==> src/rtl/spi_write_ctrl.sv <==
// rtl/spi_write_ctrl.sv - SPI mode-0 write-only master; SPI_WR_LSB_FIRST_EN selects LSB-first shifting.
// All outputs are registered copies of values derived from the next state.
module spi_write_ctrl #(
  parameter int N        = 8,
  parameter int CLK_DIV  = 4,
  parameter int CS_SETUP = 2,
  parameter int CS_HOLD  = 2
) (
  input  logic         clk,
  input  logic         reset,
  input  logic         start,
  input  logic [N-1:0] din,
  output logic         busy,
  output logic         done,
  output logic         cs_n,
  output logic         sclk,
  output logic         mosi
);

  localparam int M1   = (2 * CLK_DIV > CS_SETUP) ? 2 * CLK_DIV : CS_SETUP;
  localparam int CMAX = (M1 > CS_HOLD) ? M1 : CS_HOLD;
  localparam int CW   = $clog2(CMAX + 1);
  localparam int BW   = $clog2(N + 1);

  localparam logic [CW-1:0] SETUP_LAST = CW'(CS_SETUP - 1);
  localparam logic [CW-1:0] HOLD_LAST  = CW'(CS_HOLD - 1);
  localparam logic [CW-1:0] PER_LAST   = CW'(2 * CLK_DIV - 1);
  localparam logic [CW-1:0] HALF       = CW'(CLK_DIV);
  localparam logic [BW-1:0] BIT_LAST   = BW'(N - 1);

  typedef enum logic [2:0] {
    ST_IDLE,
    ST_SETUP,
    ST_SHIFT,
    ST_HOLD,
    ST_DONE
  } state_t;

  state_t        state_q, state_d;
  logic [CW-1:0] cnt_q, cnt_d;
  logic [BW-1:0] bit_q, bit_d;
  logic [N-1:0]  sr_q, sr_d;
  logic          cs_n_q, cs_n_d;
  logic          sclk_q, sclk_d;
  logic          mosi_q, mosi_d;
  logic          busy_q, busy_d;
  logic          done_q, done_d;
  logic          active_d;
  logic          tx_bit_d;

  always_ff @(posedge clk or posedge reset) begin
    if (reset) begin
      state_q <= ST_IDLE;
      cnt_q   <= '0;
      bit_q   <= '0;
      sr_q    <= '0;
      cs_n_q  <= 1'b1;
      sclk_q  <= 1'b0;
      mosi_q  <= 1'b0;
      busy_q  <= 1'b0;
      done_q  <= 1'b0;
    end else begin
      state_q <= state_d;
      cnt_q   <= cnt_d;
      bit_q   <= bit_d;
      sr_q    <= sr_d;
      cs_n_q  <= cs_n_d;
      sclk_q  <= sclk_d;
      mosi_q  <= mosi_d;
      busy_q  <= busy_d;
      done_q  <= done_d;
    end
  end

  always_comb begin
    state_d = state_q;
    cnt_d   = cnt_q;
    bit_d   = bit_q;
    sr_d    = sr_q;
    case (state_q)
      ST_IDLE: begin
        if (start) begin
          sr_d    = din;
          cnt_d   = '0;
          bit_d   = '0;
          state_d = ST_SETUP;
        end
      end
      ST_SETUP: begin
        if (cnt_q == SETUP_LAST) begin
          cnt_d   = '0;
          bit_d   = '0;
          state_d = ST_SHIFT;
        end else begin
          cnt_d = cnt_q + 1'b1;
        end
      end
      ST_SHIFT: begin
        // End of a bit period is the sclk fall: advance the shifter here only.
        if (cnt_q == PER_LAST) begin
          cnt_d = '0;
          if (bit_q == BIT_LAST) begin
            state_d = ST_HOLD;
          end else begin
            bit_d = bit_q + 1'b1;
`ifdef SPI_WR_LSB_FIRST_EN
            sr_d  = {1'b0, sr_q[N-1:1]};
`else
            sr_d  = {sr_q[N-2:0], 1'b0};
`endif
          end
        end else begin
          cnt_d = cnt_q + 1'b1;
        end
      end
      ST_HOLD: begin
        if (cnt_q == HOLD_LAST) begin
          cnt_d   = '0;
          state_d = ST_DONE;
        end else begin
          cnt_d = cnt_q + 1'b1;
        end
      end
      ST_DONE: begin
        state_d = ST_IDLE;
      end
      default: begin
        state_d = ST_IDLE;
        cnt_d   = '0;
        bit_d   = '0;
      end
    endcase
  end

  always_comb begin
`ifdef SPI_WR_LSB_FIRST_EN
    tx_bit_d = sr_d[0];
`else
    tx_bit_d = sr_d[N-1];
`endif
    active_d = (state_d == ST_SETUP) || (state_d == ST_SHIFT) || (state_d == ST_HOLD);
    cs_n_d   = ~active_d;
    sclk_d   = (state_d == ST_SHIFT) && (cnt_d >= HALF);
    mosi_d   = active_d & tx_bit_d;
    busy_d   = (state_d != ST_IDLE);
    done_d   = (state_d == ST_DONE);
  end

  assign cs_n = cs_n_q;
  assign sclk = sclk_q;
  assign mosi = mosi_q;
  assign busy = busy_q;
  assign done = done_q;

endmodule
==> config.mk <==
export PLATFORM = sky130hd
export DESIGN_NAME = spi_write_ctrl
export DESIGN_NICKNAME = d
export VERILOG_FILES = /design/src/rtl/spi_write_ctrl.sv
export SDC_FILE = /design/constraint.sdc
export NUM_CORES = 1
export LEC_CHECK = 0
export ABC_CLOCK_PERIOD_IN_PS = 2500
export BUFFER_PORTS_ARGS = -buffer_cell sky130_fd_sc_hd__buf_2
export CORE_UTILIZATION = 56
export CTS_CLUSTER_DIAMETER = 80
export CTS_CLUSTER_SIZE = 16
export DETAILED_ROUTE_END_ITERATION = 10
export GPL_TIMING_DRIVEN = 0
export PLACE_DENSITY = 0.78
export RECOVER_POWER = 50
export SLEW_MARGIN = 25
export SYNTH_ARGS = -nofsm -noshare
export SYNTH_HDL_FRONTEND = slang
export SYNTH_SLANG_ARGS = --single-unit
==> constraint.sdc <==
create_clock -name clk -period 2.5 [get_ports clk]
set_clock_uncertainty 0.1 [all_clocks]
set_input_delay 0.375 -clock clk [delete_from_list [all_inputs] [get_ports clk]]
set_output_delay 0.375 -clock clk [all_outputs]
set_load 0.03 [all_outputs]
Word-level counts from Yosys, hierarchy flattened
Cells that the tools add are included.
- reductions and logical operators: 10
- equality and inequality tests: 15
- multiplexer cells: 19
- bitwise logic cells: 3
- add/subtract/negate cells: 2
- order comparisons: 1
- operators by type and width (cell ; number):
    $pmux W4 S4 ; 2
    $mux W4 ; 7
    $mux W8 ; 3
    $pmux W8 S2 ; 1
    $mux W3 ; 5
    $eq A3 B2 Y1 const B ; 4
    $pmux W3 S4 ; 1
    $add A4 B1 Y4 const B ; 2
    $eq A4 B3 Y1 const B ; 2
    $ne A2 B2 Y1 const B ; 4
    $eq A3 B1 Y1 const B ; 2
    $eq A3 B3 Y1 const B ; 2
    $reduce_and A5 Y1 ; 1
    $eq A4 B1 Y1 const B ; 1
    $ge A4 B3 Y1 const B ; 1
    $reduce_and A4 Y1 ; 1
    $reduce_or A2 Y1 ; 2
    $logic_not A3 Y1 ; 1
    $reduce_bool A3 Y1 ; 1
    $logic_or A1 B1 Y1 ; 2
    $not A1 Y1 ; 2
    $reduce_bool A2 Y1 ; 1
    $and A1 B1 Y1 ; 1
    $logic_and A1 B1 Y1 ; 1
- output and inout bits: 5
- logic and storage cells: 60
- bits in registers: 24

Depth between registers and ports, before layout
Gate-level depths: netlist of the first run.
- depth in word-level cells: 8
- gate-level depth with buffers: 7

Worst setup path before layout of the first run
No wires, ideal clock.
- path type: register -> register
- from: reg bit_q[0]
- to: reg bit_q[0]
- arrival: 1680 ps
- required time: 2275 ps
- slack: 595 ps
- stages on the path, launching flop included: 6
- path through: dfrtp_1 ha_1 and3b_1 or4_4 and2_1 mux2_4
- cells in the longest elaborated chain, start to end: 4
- ends and longest elaborated chain (item ; RTL line ; source):
    start, declared ; 41 ; logic [BW-1:0] bit_q, bit_d;
    start signal, assigned ; 65 ; bit_q <= bit_d;
    $add A4 B1 Y4 ; 105 ; bit_d = bit_q + 1'b1;
    $mux W4 ; 102 ; if (bit_q == BIT_LAST) begin
    $mux W4 ; 100 ; if (cnt_q == PER_LAST) begin
    $pmux W4 S4 ; 80 ; case (state_q)
Parallel ways exist; a longest one is shown, timed or not. The select of a mux whose other input is x is not followed.
A chain may end at the register's enable or synchronous reset.

Final worst setup path of the first run
- from: reg bit_q[0]
- to: reg sr_q[4]
- cells in the longest elaborated chain, start to end: 3
- ends and longest elaborated chain (item ; RTL line ; source):
    $eq A4 B3 Y1 ; 102 ;
    $ne A2 B2 Y1 (no source line) ; n/a ;
    $reduce_and A4 Y1 (no source line) ; n/a ;
    end signal, assigned ; 66 ; sr_q <= sr_d;
    end, declared ; 42 ; logic [N-1:0] sr_q, sr_d;
Every way passes these cells.

==> flow_summary.toml, run 1 <==
[clock_network]
cts_buffer_depth = 2
ctsHoldBuffers = 0
cts.sinks = 24
postCtsSetupBuffers = 0
cts-htree-levels = 1
clk-insertion-delay-late_ns = 0.32
cts-buffers-inserted = 3
cts-root-buf = "clkbuf_4"
ctsResizeCount = 0
path_clk_slew_ns = 0.14
cts_tree = "done"

[power]
vdd_drop_max_uv = 383.8
intPower_uw = 562.4
sw_frac_of_total_pct = 19.61
finalPower_uw = 699.5
p_sw_uw = 137.1
powerDensity_mw_per_mm2 = 499.6
power_frac_comb_pct = 3.1
p_clk_share_pct = 40.7
power.leakage_uw = 0.0007195
sequentialPowerShare_pct = 56.2

[placement]
place_hpwl_um = 1703
io_buffers = 15
place_area_mm2 = 0.001350
place_congestion = 0.7749

[sta]
hold_violations = 0
setup_viol = 0
drv_slew = 0
fmaxAchievable_mhz = 459.8
slew_headroom_pct = 42.12
fin_setup_tns_ns = 0
rsz0062_at_grt = "false"
worst_pin_slew_ns = 0.8672
fin_crit_ns = 2.175
post-route-period-util_pct = 86.99

[min_path]
hp-class = "input port to async pin"

[global_route]
grt_max_degree = 25
grt_pass1_wl_um = 4091
grt_use_total_pct = 22.57
grt_overflow_total = 0
antenna_found_initial = 0
grt_pass1_vias = 928

[floorplanning]
die_y_um = 49.08
die-width_um = 49.08
die_area_mm2 = 0.002409
start_util_pct = 61.39
rows = 16
ioPinCount = 16
coreArea_mm2 = 0.002022

[setup_path]
cp.buffers_inverters = 0
crit_family = "simple AND/OR/NAND/NOR gates"
critPathRequiredTime_ns = 2.58
startpoint = "bit_q[0]"
cp_max_fo = 7
reg2reg_from = "bit_q[0]"
crit_chain = "ha_1 -> and3b_1 -> o31a_1 -> nor3_1 -> o21ai_0"
cp_slowest_stage_delay_ns = 0.49
end_kind = "flip-flop"
critPathSlowestCell = "nor3_1"
worstPathArrival_ns = 2.26
critPathKind = "flip-flop to flip-flop"
worstSetupStartpointType = "flip-flop"

[run]
drv_cap = 0

[synthesis]
synth_top_area_cell = "dfrtp_1"
avgSynthCellArea_um2 = 11.39
yosysUniqueCellTypes = 47
synth-seq-cells = 24
synth_flop_cell = "dfrtp_1"
yosysWarningCount = 0
synth_area_mm2 = 0.001241
ys_seq_area_share_pct = 48.49
async_reset_ff_share_pct = 100.0
syn-instance-count = 109
synth.top_cell.area_share_pct = 46.37
synth_edf_count = 0
synth_area_leaders = "dfrtp_1 (46%), inv_1 (4.5%), a22oi_1 (3.6%), o21ai_0 (3.2%), ha_1 (3.0%)"
synthesis.nets = 123

[detailed_routing]
wire_per_inst_um = 14.84
vias = 884
dr.pass1.iters = 4
totalWireLength_um = 2300
ant_nets = 0
post-route-drc-count = 0
vias_per_cell = 5.703
drtIter0Drc = 12

[layout]
nFillCells = 162
design_area_mm2 = 0.001400
drive_above_1_share_pct = 25.78
fin_nets = 143
final_common_cell = "dfrtp_1"
final_cell_mix = "dfrtp_1 (23), inv_1 (15), buf_2 (13), o21ai_0 (8), a22oi_1 (6)"
syn_to_final_growth_pct = 12.80
n_antenna_cell = 0

[run_status]
outcome = "finished clean"
registers in the layout, indices dropped and copies added, names as in the netlist:
register	count
sr_q	8
bit_q	4
cnt_q	4
state_q	3
busy	1
cs_n	1
done	1
mosi	1
sclk	1
worst reg2reg max path: stages (launching register included):
cell     delay [ns]
dfrtp_1        0.44
ha_1           0.26
and3b_1        0.27
o31a_1         0.29
nor3_1         0.49
o21ai_0        0.20
cells by family after synthesis:
group | share of synthesized area (%)
flip-flops | 48.49
multiplexers | 2.016
AND/OR/NAND/NOR | 17.74
buffers and inverters | 6.955
AO/OA/AOI/OAI | 19.66
XOR/XNOR | 2.117
adder cells (fa/ha/maj) | 3.025
synth_stat cells, types with 2 or more instances:
master,instances
dfrtp_1,23
inv_1,15
o21ai_0,8
a22oi_1,6
nand3_1,4
nor2_1,4
and3_1,3
ha_1,3
and3b_1,2
buf_6,2
nor3b_1,2
xor2_1,2
through the flow:
step	cells	utilization, %	worst slack [ns]	hold WS [ns]
floorplan	109	-	0.5946	0.2889
detailed placement	151	66.77	0.3449	0.4121
finish	155	69.25	0.3253	0.1105
global placement	151	66.77	0.4380	0.3923
CTS	155	69.37	0.2981	0.1435
global route	155	69.25	0.1387	0.1878
metal layers:
metal	global-route usage, %	wire (um)
met1	29.34	1101
met5	0	0
met4	7.353	31
met3	3.738	53
met2	38.13	1115
power by group through the flow:
| stage | logic (uW) | clock network (uW) | registers, uW |
|---|---|---|---|
| floorplan | 9.30 | 0 | 402 |
| global placement | 21.8 | 0 | 400 |
| detailed placement | 22.5 | 0 | 400 |
| CTS | 22.5 | 282 | 393 |
| global route | 25.3 | 300 | 394 |
| finish | 21.8 | 285 | 393 |
cell type report:
type / instances / area (um^2) / share of cell area (%)
flip-flops and latches: 24 / 601.8 / 42.98
clock inverters: 1 / 30.03 / 2.145
inverters: 15 / 56.30 / 4.021
plain buffers: 3 / 30.03 / 2.145
repair buffers: 15 / 72.57 / 5.183
multi-input cells: 67 / 553.0 / 39.50
well taps: 27 / 33.78 / 2.413
clock buffers: 3 / 22.52 / 1.609
worst paths after layout:
path / end / slack, ns / cells past startpoint
worst max-delay path: sr_q[4] / 0.33 / 5
worst min-delay path: busy / 0.11 / 2
worst max register to register: sr_q[4] / 0.33 / 5
worst min register to register: sr_q[5] / 0.44 / 2
max in group asynchronous: bit_q[0] / 1.66 / 2
min in group clk: sr_q[0] / 0.15 / 3
(Power assumes the default switching activity.)
==> inputs of run 2 (changes only) <==
--- a/config.mk
+++ b/config.mk
@@ -7,12 +7,15 @@
 export LEC_CHECK = 0
 export ABC_CLOCK_PERIOD_IN_PS = 2500
 export BUFFER_PORTS_ARGS = -buffer_cell sky130_fd_sc_hd__buf_2
-export CORE_UTILIZATION = 56
+export CELL_PAD_IN_SITES_DETAIL_PLACEMENT = 1
+export CELL_PAD_IN_SITES_GLOBAL_PLACEMENT = 1
+export CORE_ASPECT_RATIO = 0.5
+export CORE_UTILIZATION = 44
 export CTS_CLUSTER_DIAMETER = 80
 export CTS_CLUSTER_SIZE = 16
 export DETAILED_ROUTE_END_ITERATION = 10
 export GPL_TIMING_DRIVEN = 0
-export PLACE_DENSITY = 0.78
+export PLACE_DENSITY_LB_ADDON = 0.1
 export RECOVER_POWER = 50
 export SLEW_MARGIN = 25
 export SYNTH_ARGS = -nofsm -noshare
==> flow_summary.toml, run 2 (synthesis gave the netlist of run 1 again) <==
[run_status]
outcome = "finished clean"

[setup_path]
cp_max_fo = 7
end_kind = "flip-flop"
rr_endpoint = "sr_q[4]"
reg2reg_slack_ns = 0.31
worstPathArrival_ns = 2.21
worstSetupStartpointType = "flip-flop"
critPathRequiredTime_ns = 2.52
r2r_cells = 5
critPathKind = "flip-flop to flip-flop"
reg2reg_from = "bit_q[0]"

[detailed_routing]
ant_nets = 0
wl_met2_um = 1021
post-route-drc-count = 0
totalWireLength_um = 2395
vias_per_cell = 5.248
top_layer_used = "met4"
wire_per_inst_um = 14.52
wl_met1_um = 1258
vias = 866
wl_met3_um = 91
dr.pass1.iters = 4
drtIter0Drc = 18

[layout]
ff_latch_area_um2 = 601.8
largest_reg_flops = 8
drive_above_1_share_pct = 25.78
multi_input_area_um2 = 553.0
reg.largest.list = "sr_q x8, bit_q x4, cnt_q x4"
top_register = "sr_q"
n_antenna_cell = 0
fin_nets = 143
syn_to_final_growth_pct = 15.32
final_common_cell = "dfrtp_1"
final_cell_mix = "dfrtp_1 (23), inv_1 (14), buf_2 (13), o21ai_0 (8), a22oi_1 (6)"
nFillCells = 289

[global_route]
grt_max_degree = 25
grt_overflow_total = 0
grt_pass1_vias = 882
grt_use_total_pct = 19.06
grt_pass1_wl_um = 4215
antenna_found_initial = 0

[clock_network]
path_clk_slew_ns = 0.09
clk-insertion-delay-late_ns = 0.27
cts-buffers-inserted = 3
cts_tree = "done"
cts-root-buf = "clkbuf_8"
ctsHoldBuffers = 0
cts_buffer_depth = 2
ctsResizeCount = 0
cts.sinks = 24
cts-htree-levels = 1
postCtsSetupBuffers = 0

[placement]
io_buffers = 15
place_congestion = 0.6757
place_hpwl_um = 1772

[sta]
slew_headroom_pct = 42.22
post-route-period-util_pct = 87.57
fin_crit_ns = 2.189
fin_setup_tns_ns = 0
drv_slew = 0
fmaxAchievable_mhz = 456.8
setup_viol = 0
hold_violations = 0
rsz0062_at_grt = "false"
worst_pin_slew_ns = 0.8614
fin_hold_ws_ns = 0.05853

[power]
power.leakage_uw = 0.0007202
powerDensity_mw_per_mm2 = 531.7
vdd_drop_max_uv = 270.6

[floorplanning]
die_area_mm2 = 0.003050
start_util_pct = 47.10
die-width_um = 77.11
ioPinCount = 16
die_y_um = 39.56
rows = 13
coreArea_mm2 = 0.002635

[min_path]
hp-class = "input port to async pin"

[run]
drv_cap = 0
[run 2: metrics by stage]
stage / total power (uW) / instances / util, % / setup WS (ns) / instance area, um^2
6_report: 761.1 / 165 / 54.32 / 0.3107 / 1431
5_1_grt: 786.4 / 165 / 54.32 / 0.1053 / 1431
4_1_cts: 775.1 / 165 / 54.42 / 0.2681 / 1434
3_5_place_dp: 423.3 / 161 / 51.71 / 0.2892 / 1363
3_3_place_gp: 422.5 / 161 / 51.71 / 0.3704 / 1363
2_1_floorplan: 411.0 / 109 / - / 0.5946 / 1241
[run 2: where the power goes]
| part | switching [uW] | total (uW) | internal, uW |
|---|---|---|---|
| combinational | 13.2 | 21.9 | 8.70 |
| sequential | 1.40 | 393 | 391 |
| clock | 132 | 347 | 214 |
[run 2: area by class of cell]
class / count / area share, %
inverter: 15 / 3.934
clock buffer: 3 / 2.885
multi-input combinational: 67 / 38.64
timing repair buffer: 15 / 5.070
sequential: 24 / 42.05
buffer: 3 / 2.098
tap: 37 / 3.234
clock inverter: 1 / 2.098
[run 2: per-layer routing]
layer,vias up,global-route usage (%)
li1,433,-
met1,416,24.33
met2,14,32.14
met3,3,5.581
met4,0,5.660
met5,-,0
[run 2: worst max-delay path by stage]
stage | startpoint | end | slack [ns] | depth (start not counted)
2_1_floorplan | bit_q[0] | bit_q[0] | 0.59 | 5
3_3_place_gp | bit_q[0] | sr_q[1] | 0.37 | 5
3_5_place_dp | bit_q[0] | sr_q[4] | 0.29 | 5
4_1_cts | bit_q[0] | sr_q[4] | 0.27 | 5
5_1_grt | bit_q[0] | sr_q[4] | 0.11 | 5
6_report | bit_q[0] | sr_q[4] | 0.31 | 5
[run 2: critical path, cell delays in order, from the launching register on]
cell	delay, ns
dfrtp_1	0.42
ha_1	0.26
and3b_1	0.25
o31a_1	0.27
nor3_1	0.54
o21ai_0	0.19
